==> src/rtl/proto245_pkg.sv <==
// Shared constants and state type for the FT245 register bridge.
// Latency: n/a (package only).
// Backpressure: n/a (package only).
package proto245_pkg;

  localparam logic [7:0] CMD_WR       = 8'h01;
  localparam logic [7:0] CMD_RD       = 8'h02;
  localparam int         STAT_ERR_BIT = 7;

  typedef enum logic [2:0] {
    ST_IDLE,
    ST_RX_ADDR,
    ST_RX_DATA,
    ST_BUS,
    ST_TX_RESP
  } regbridge_state_t;

  function automatic int max2(input int a, input int b);
    return (a > b) ? a : b;
  endfunction

endpackage

==> src/rtl/proto245_regbridge.sv <==
// Parses host frames from RXFIFO into one register access and returns a status/data frame to TXFIFO.
// Latency: request 1 cycle after last frame byte; first response byte 1 cycle after bus access ends.
// Backpressure: one RX read outstanding at most; TX bytes hold while txfifo_full, no RX fetch during BUS/TX_RESP.
module proto245_regbridge
  import proto245_pkg::*;
#(
  parameter int ADDR_BYTES    = 2,
  parameter int REG_BYTES     = 4,
  parameter int TIMEOUT_TICKS = 255
) (
  input  logic                    fifo_clk,
  input  logic                    fifo_rstn,
  output logic                    rxfifo_rd,
  input  logic [7:0]              rxfifo_data,
  input  logic                    rxfifo_valid,
  input  logic                    rxfifo_empty,
  output logic [7:0]              txfifo_data,
  output logic                    txfifo_wr,
  input  logic                    txfifo_full,
  output logic [8*ADDR_BYTES-1:0] reg_addr,
  output logic [8*REG_BYTES-1:0]  reg_wdata,
  output logic                    reg_wen,
  output logic                    reg_ren,
  input  logic [8*REG_BYTES-1:0]  reg_rdata,
  input  logic                    reg_ack,
  output logic                    busy,
  output logic [7:0]              err_cnt
);

  localparam int AW  = 8 * ADDR_BYTES;
  localparam int DW  = 8 * REG_BYTES;
  localparam int RW  = 8 * (REG_BYTES + 1);
  localparam int BCW = $clog2(max2(ADDR_BYTES, REG_BYTES) + 1);
  localparam int TCW = $clog2(TIMEOUT_TICKS + 1);
  localparam int TXW = $clog2(REG_BYTES + 2);

  regbridge_state_t r_state;
  logic             r_run;
  logic             r_rd_pending;
  logic             r_is_rd;
  logic [BCW-1:0]   r_byte_cnt;
  logic [TCW-1:0]   r_tmo_cnt;
  logic [AW-1:0]    r_addr;
  logic [DW-1:0]    r_wdata;
  logic             r_wen;
  logic             r_ren;
  logic [RW-1:0]    r_resp;
  logic [TXW-1:0]   r_tx_left;
  logic [7:0]       r_err_cnt;

  logic             w_need_byte;
  logic             w_byte_vld;
  logic             w_is_cmd;
  logic             w_timeout;
  logic             w_err_inc;
  logic [7:0]       w_status;

  // r_run keeps the read strobe quiet while reset is held and for one cycle after release
  assign w_need_byte = r_run && (r_state == ST_IDLE || r_state == ST_RX_ADDR || r_state == ST_RX_DATA);
  assign w_byte_vld  = rxfifo_valid && r_rd_pending;
  assign w_is_cmd    = (rxfifo_data == CMD_WR) || (rxfifo_data == CMD_RD);
  assign w_timeout   = (r_tmo_cnt == TCW'(TIMEOUT_TICKS)) && !reg_ack;
  assign w_err_inc   = (r_state == ST_IDLE && w_byte_vld && !w_is_cmd) || (r_state == ST_BUS && w_timeout);

  assign rxfifo_rd   = w_need_byte && !r_rd_pending && !rxfifo_empty;
  assign txfifo_wr   = (r_state == ST_TX_RESP) && !txfifo_full;
  assign txfifo_data = r_resp[RW-1 -: 8];
  assign reg_addr    = r_addr;
  assign reg_wdata   = r_wdata;
  assign reg_wen     = r_wen;
  assign reg_ren     = r_ren;
  assign busy        = (r_state != ST_IDLE);
  assign err_cnt     = r_err_cnt;

  // Status byte echoes the opcode; the error bit is set when the access ended without an ack
  always_comb begin
    w_status               = r_is_rd ? CMD_RD : CMD_WR;
    w_status[STAT_ERR_BIT] = !reg_ack;
  end

  // Single outstanding RX read: set on the strobe, cleared when its data returns
  always_ff @(posedge fifo_clk or negedge fifo_rstn) begin
    if (!fifo_rstn) begin
      r_rd_pending <= 1'b0;
    end else if (rxfifo_rd) begin
      r_rd_pending <= 1'b1;
    end else if (rxfifo_valid) begin
      r_rd_pending <= 1'b0;
    end
  end

  // Frame parser, bus access, response emitter and saturating error counter
  always_ff @(posedge fifo_clk or negedge fifo_rstn) begin
    if (!fifo_rstn) begin
      r_state    <= ST_IDLE;
      r_run      <= 1'b0;
      r_is_rd    <= 1'b0;
      r_byte_cnt <= '0;
      r_tmo_cnt  <= '0;
      r_addr     <= '0;
      r_wdata    <= '0;
      r_wen      <= 1'b0;
      r_ren      <= 1'b0;
      r_resp     <= '0;
      r_tx_left  <= '0;
      r_err_cnt  <= '0;
    end else begin
      r_run <= 1'b1;
      case (r_state)
        ST_IDLE: begin
          if (w_byte_vld && w_is_cmd) begin
            r_is_rd    <= (rxfifo_data == CMD_RD);
            r_byte_cnt <= '0;
            r_state    <= ST_RX_ADDR;
          end
        end
        ST_RX_ADDR: begin
          if (w_byte_vld) begin
            r_addr <= (r_addr << 8) | AW'(rxfifo_data);
            if (r_byte_cnt == BCW'(ADDR_BYTES - 1)) begin
              r_byte_cnt <= '0;
              if (r_is_rd) begin
                r_ren     <= 1'b1;
                r_tmo_cnt <= '0;
                r_state   <= ST_BUS;
              end else begin
                r_state <= ST_RX_DATA;
              end
            end else begin
              r_byte_cnt <= r_byte_cnt + 1'b1;
            end
          end
        end
        ST_RX_DATA: begin
          if (w_byte_vld) begin
            r_wdata <= (r_wdata << 8) | DW'(rxfifo_data);
            if (r_byte_cnt == BCW'(REG_BYTES - 1)) begin
              r_byte_cnt <= '0;
              r_wen      <= 1'b1;
              r_tmo_cnt  <= '0;
              r_state    <= ST_BUS;
            end else begin
              r_byte_cnt <= r_byte_cnt + 1'b1;
            end
          end
        end
        ST_BUS: begin
          // an ack on the final wait cycle still wins over the timeout
          if (reg_ack || w_timeout) begin
            r_wen     <= 1'b0;
            r_ren     <= 1'b0;
            r_resp    <= {w_status, (reg_ack ? reg_rdata : {DW{1'b1}})};
            r_tx_left <= r_is_rd ? TXW'(REG_BYTES + 1) : TXW'(1);
            r_state   <= ST_TX_RESP;
          end else begin
            r_tmo_cnt <= r_tmo_cnt + 1'b1;
          end
        end
        ST_TX_RESP: begin
          if (!txfifo_full) begin
            r_resp    <= r_resp << 8;
            r_tx_left <= r_tx_left - 1'b1;
            if (r_tx_left == TXW'(1)) begin
              r_state <= ST_IDLE;
            end
          end
        end
        default: r_state <= ST_IDLE;
      endcase
      if (w_err_inc && r_err_cnt != 8'hFF) begin
        r_err_cnt <= r_err_cnt + 1'b1;
      end
    end
  end

endmodule
==> config.mk <==
export PLATFORM = sky130hd
export DESIGN_NAME = proto245_regbridge
export DESIGN_NICKNAME = d
export VERILOG_FILES = /design/src/rtl/proto245_pkg.sv /design/src/rtl/proto245_regbridge.sv
export SDC_FILE = /design/constraint.sdc
export NUM_CORES = 1
export LEC_CHECK = 0
export ABC_AREA = 1
export CAP_MARGIN = 5
export CORE_ASPECT_RATIO = 2
export CORE_UTILIZATION = 25
export CTS_CLUSTER_DIAMETER = 100
export DETAILED_ROUTE_END_ITERATION = 12
export PLACE_DENSITY_LB_ADDON = 0.05
export SKIP_CTS_REPAIR_TIMING = 1
export SLEW_MARGIN = 20
export SYNTH_ARGS = -nofsm -noshare
export SYNTH_HDL_FRONTEND = slang
export SYNTH_SLANG_ARGS = --single-unit
==> constraint.sdc <==
create_clock -name fifo_clk -period 2.1 [get_ports fifo_clk]
set_input_delay 0.42 -clock fifo_clk [delete_from_list [all_inputs] [get_ports fifo_clk]]
set_output_delay 0.42 -clock fifo_clk [all_outputs]
set_load 0.1 [all_outputs]
==> flow_summary.yaml <==
detailed_routing:
  drtIter0Drc: 172
  via_per_inst: 4.38
  drtAntennaViolNets: 0
  drt_pass1_iterations: 5
  wire_per_inst_um: 15.5
  wl_um: 15400
  vias: 4360
  drc: 0
setup_path:
  cp_data_arrival_time_ns: 1.59
  required_ns: 1.68
  cp-start-kind: "flop"
  end_kind: "output port"
  path_class: "flop to output port"
  cp_max_fo: 7
floorplan:
  rows: 74
  coreArea_sq_mm: 0.0206
  die_area_sq_mm: 0.0217
  die_y_um: 207
  initial_core_util_pct: 25.6
  ios: 115
  die_w_um: 105
global_routing:
  grt_pass1_vias: 4563
  grt_usage_pct: 14.8
  grt_overflow: 0
  antenna_found_initial: 0
  grt_max_degree: 119
  grt_pass1_wl_um: 24700
timing:
  finClkSkew_ns: 0.00727
  tightest_slew_ns: 0.700
  slew_headroom_pct: 53.4
  finalHoldViolations: 0
  setup_violations: 0
  clock.fmax_mhz: 497
  finalCritPeriodShare_pct: 95.9
  setup_tns_ns: 0
  layout_min_cycle_time_ns: 2.01
  drv_slew: 0
  rsz0062_at_grt: "false"
yosys:
  yosysWarningCount: 0
  synthesis.area_sq_mm: 0.00527
  synthFlopType: "dfrtp_1"
  synthesis.nets: 650
  avgSynthCellArea_sq_um: 8.83
  synth_edf_count: 0
  synthArstFlopShare_pct: 100
  synthCells: 596
  synth_seq_cells: 118
  ys_types: 31
  yosysSeqAreaShare_pct: 56.1
cells_and_area:
  syn_to_final_growth_pct: 37.8
  drive_gt1_share_pct: 21.0
  layout.nets: 774
  fillers: 2167
  n_antenna_cell: 0
cts:
  cts_tree: "done"
  clockBufferDepth: 2
  clk_pin_slew_ns: 0.05
  cts-root-buf: "clkbuf_16"
  worstSkewPairLatency_ns: 0.41
  clock-sinks: 118
  cts-htree-levels: 4
  cts_made_buffers: 17
placement:
  port_buffers: 114
  gp_congestion: 0.772
  hpwl_um: 11000
status:
  status: "completed"
run:
  maxCapViolCount: 0
worst_hold_path:
  hp-class: "primary input to async pin"
power_and_ir_drop:
  p_total_mw: 12.8
  p_per_area_mw_per_mm2: 1770
  vdd_ir_drop_max_v: 0.000825
  leakagePower_nw: 3.62
kinds of logic after synthesis:
logic type,count (synthesis),synth area share (%)
other cells,1,0.0712
simple gates,271,21.1
compound gates,110,11.5
xor+xnor,9,1.50
fa+ha+maj,8,1.90
mux,8,1.71
flops,118,56.1
buf+inv,71,6.13
critical path: stages (launching register included):
cell,delay [ns]
dfrtp_2,0.46
inv_2,0.10
nor2_4,0.04
nand2_2,0.10
nand2_2,0.10
o21ai_2,0.15
inv_2,0.06
buf_12,0.16
power breakdown:
part	leakage [nW]	internal [mW]	switching, mW
sequential	1.53	3.09	0.616
combinational	1.81	1.58	4.67
clock	0.282	1.87	1.01
final timing paths:
check | depth (start not counted) | start | end | slack, ns
worst max-delay path | 7 | r_state[0] | rxfifo_rd | 0.09
worst min-delay path | 2 | fifo_rstn | r_resp[37] | 0.09
worst max register to register | 8 | r_tmo_cnt[0] | r_resp[34] | 0.27
worst min register to register | 2 | reg_wdata[26] | reg_wdata[26] | 0.48
max in group asynchronous | 2 | fifo_rstn | reg_wdata[18] | 1.46
min in group fifo_clk | 2 | reg_wdata[26] | reg_wdata[26] | 0.48
flip-flops by register name, indices dropped and copies added, names as in the netlist, 3 cells and up:
signal      flops
err_cnt         8
r_byte_cnt      3
r_resp         40
r_state         3
r_tmo_cnt       8
r_tx_left       3
reg_addr       16
reg_wdata      32
cells in the final DEF (no fill, tap or decap), drive strengths merged, types with 2 or more instances in the layout:
cell / n
buf: 91
clkinvlp: 2
clkbuf: 20
xor2: 3
or2: 2
a22o: 5
clkdlybuf4s50: 44
bufinv: 3
nand3b: 5
clkinv: 5
ha: 8
nor3: 3
inv: 40
xnor2: 6
o22ai: 25
nand2: 206
a21oi: 5
mux2: 8
o21ai: 73
dfrtp: 118
nand4: 5
nor2: 28
nand3: 21
per-stage QoR:
stage / setup slack (ns) / hold slack [ns] / cells / utilization [%] / instance area (sq um)
after global placement: -0.00861 / 0.464 / 965 / 32.3 / 6630
after CTS: -0.216 / 0.132 / 994 / 35.1 / 7210
after global routing: 0.00137 / 0.157 / 996 / 35.3 / 7250
final: 0.0863 / 0.0865 / 996 / 35.3 / 7250
after detailed placement: -0.0354 / 0.473 / 965 / 32.3 / 6630
after floorplan: 0.0260 / 0.124 / 596 / - / 5270
cell usage after synthesis, types with 9 or more instances:
master,count,area [sq um]
o21ai_1,38,190
buf_4,12,90.1
nor2_1,26,97.6
nand3_1,20,100
clkbuf_1,9,33.8
inv_1,38,143
nand2_1,203,762
buf_2,9,45.0
dfrtp_1,118,2950
o21ai_0,35,175
o22ai_1,25,156
cell type report:
| cell class | count | area, sq um | share of cell area [%] |
|---|---|---|---|
| Inverter | 41 | 158 | 2.17 |
| Clock inverter | 9 | 130 | 1.79 |
| Multi-Input combinational cell | 407 | 2020 | 27.8 |
| Clock buffer | 20 | 447 | 6.16 |
| Timing Repair Buffer | 135 | 1210 | 16.7 |
| Tap cell | 266 | 333 | 4.59 |
| Sequential cell | 118 | 2960 | 40.8 |
routing by layer:
layer	up-vias	global-route usage [%]	share of wire [%]
li1	2188	-	-
met1	2062	15.5	38
met4	0	6.17	1.7
met3	19	3.52	3.9
met5	-	0	0
met2	91	27.8	56
Power figures use the tool's default switching activity.
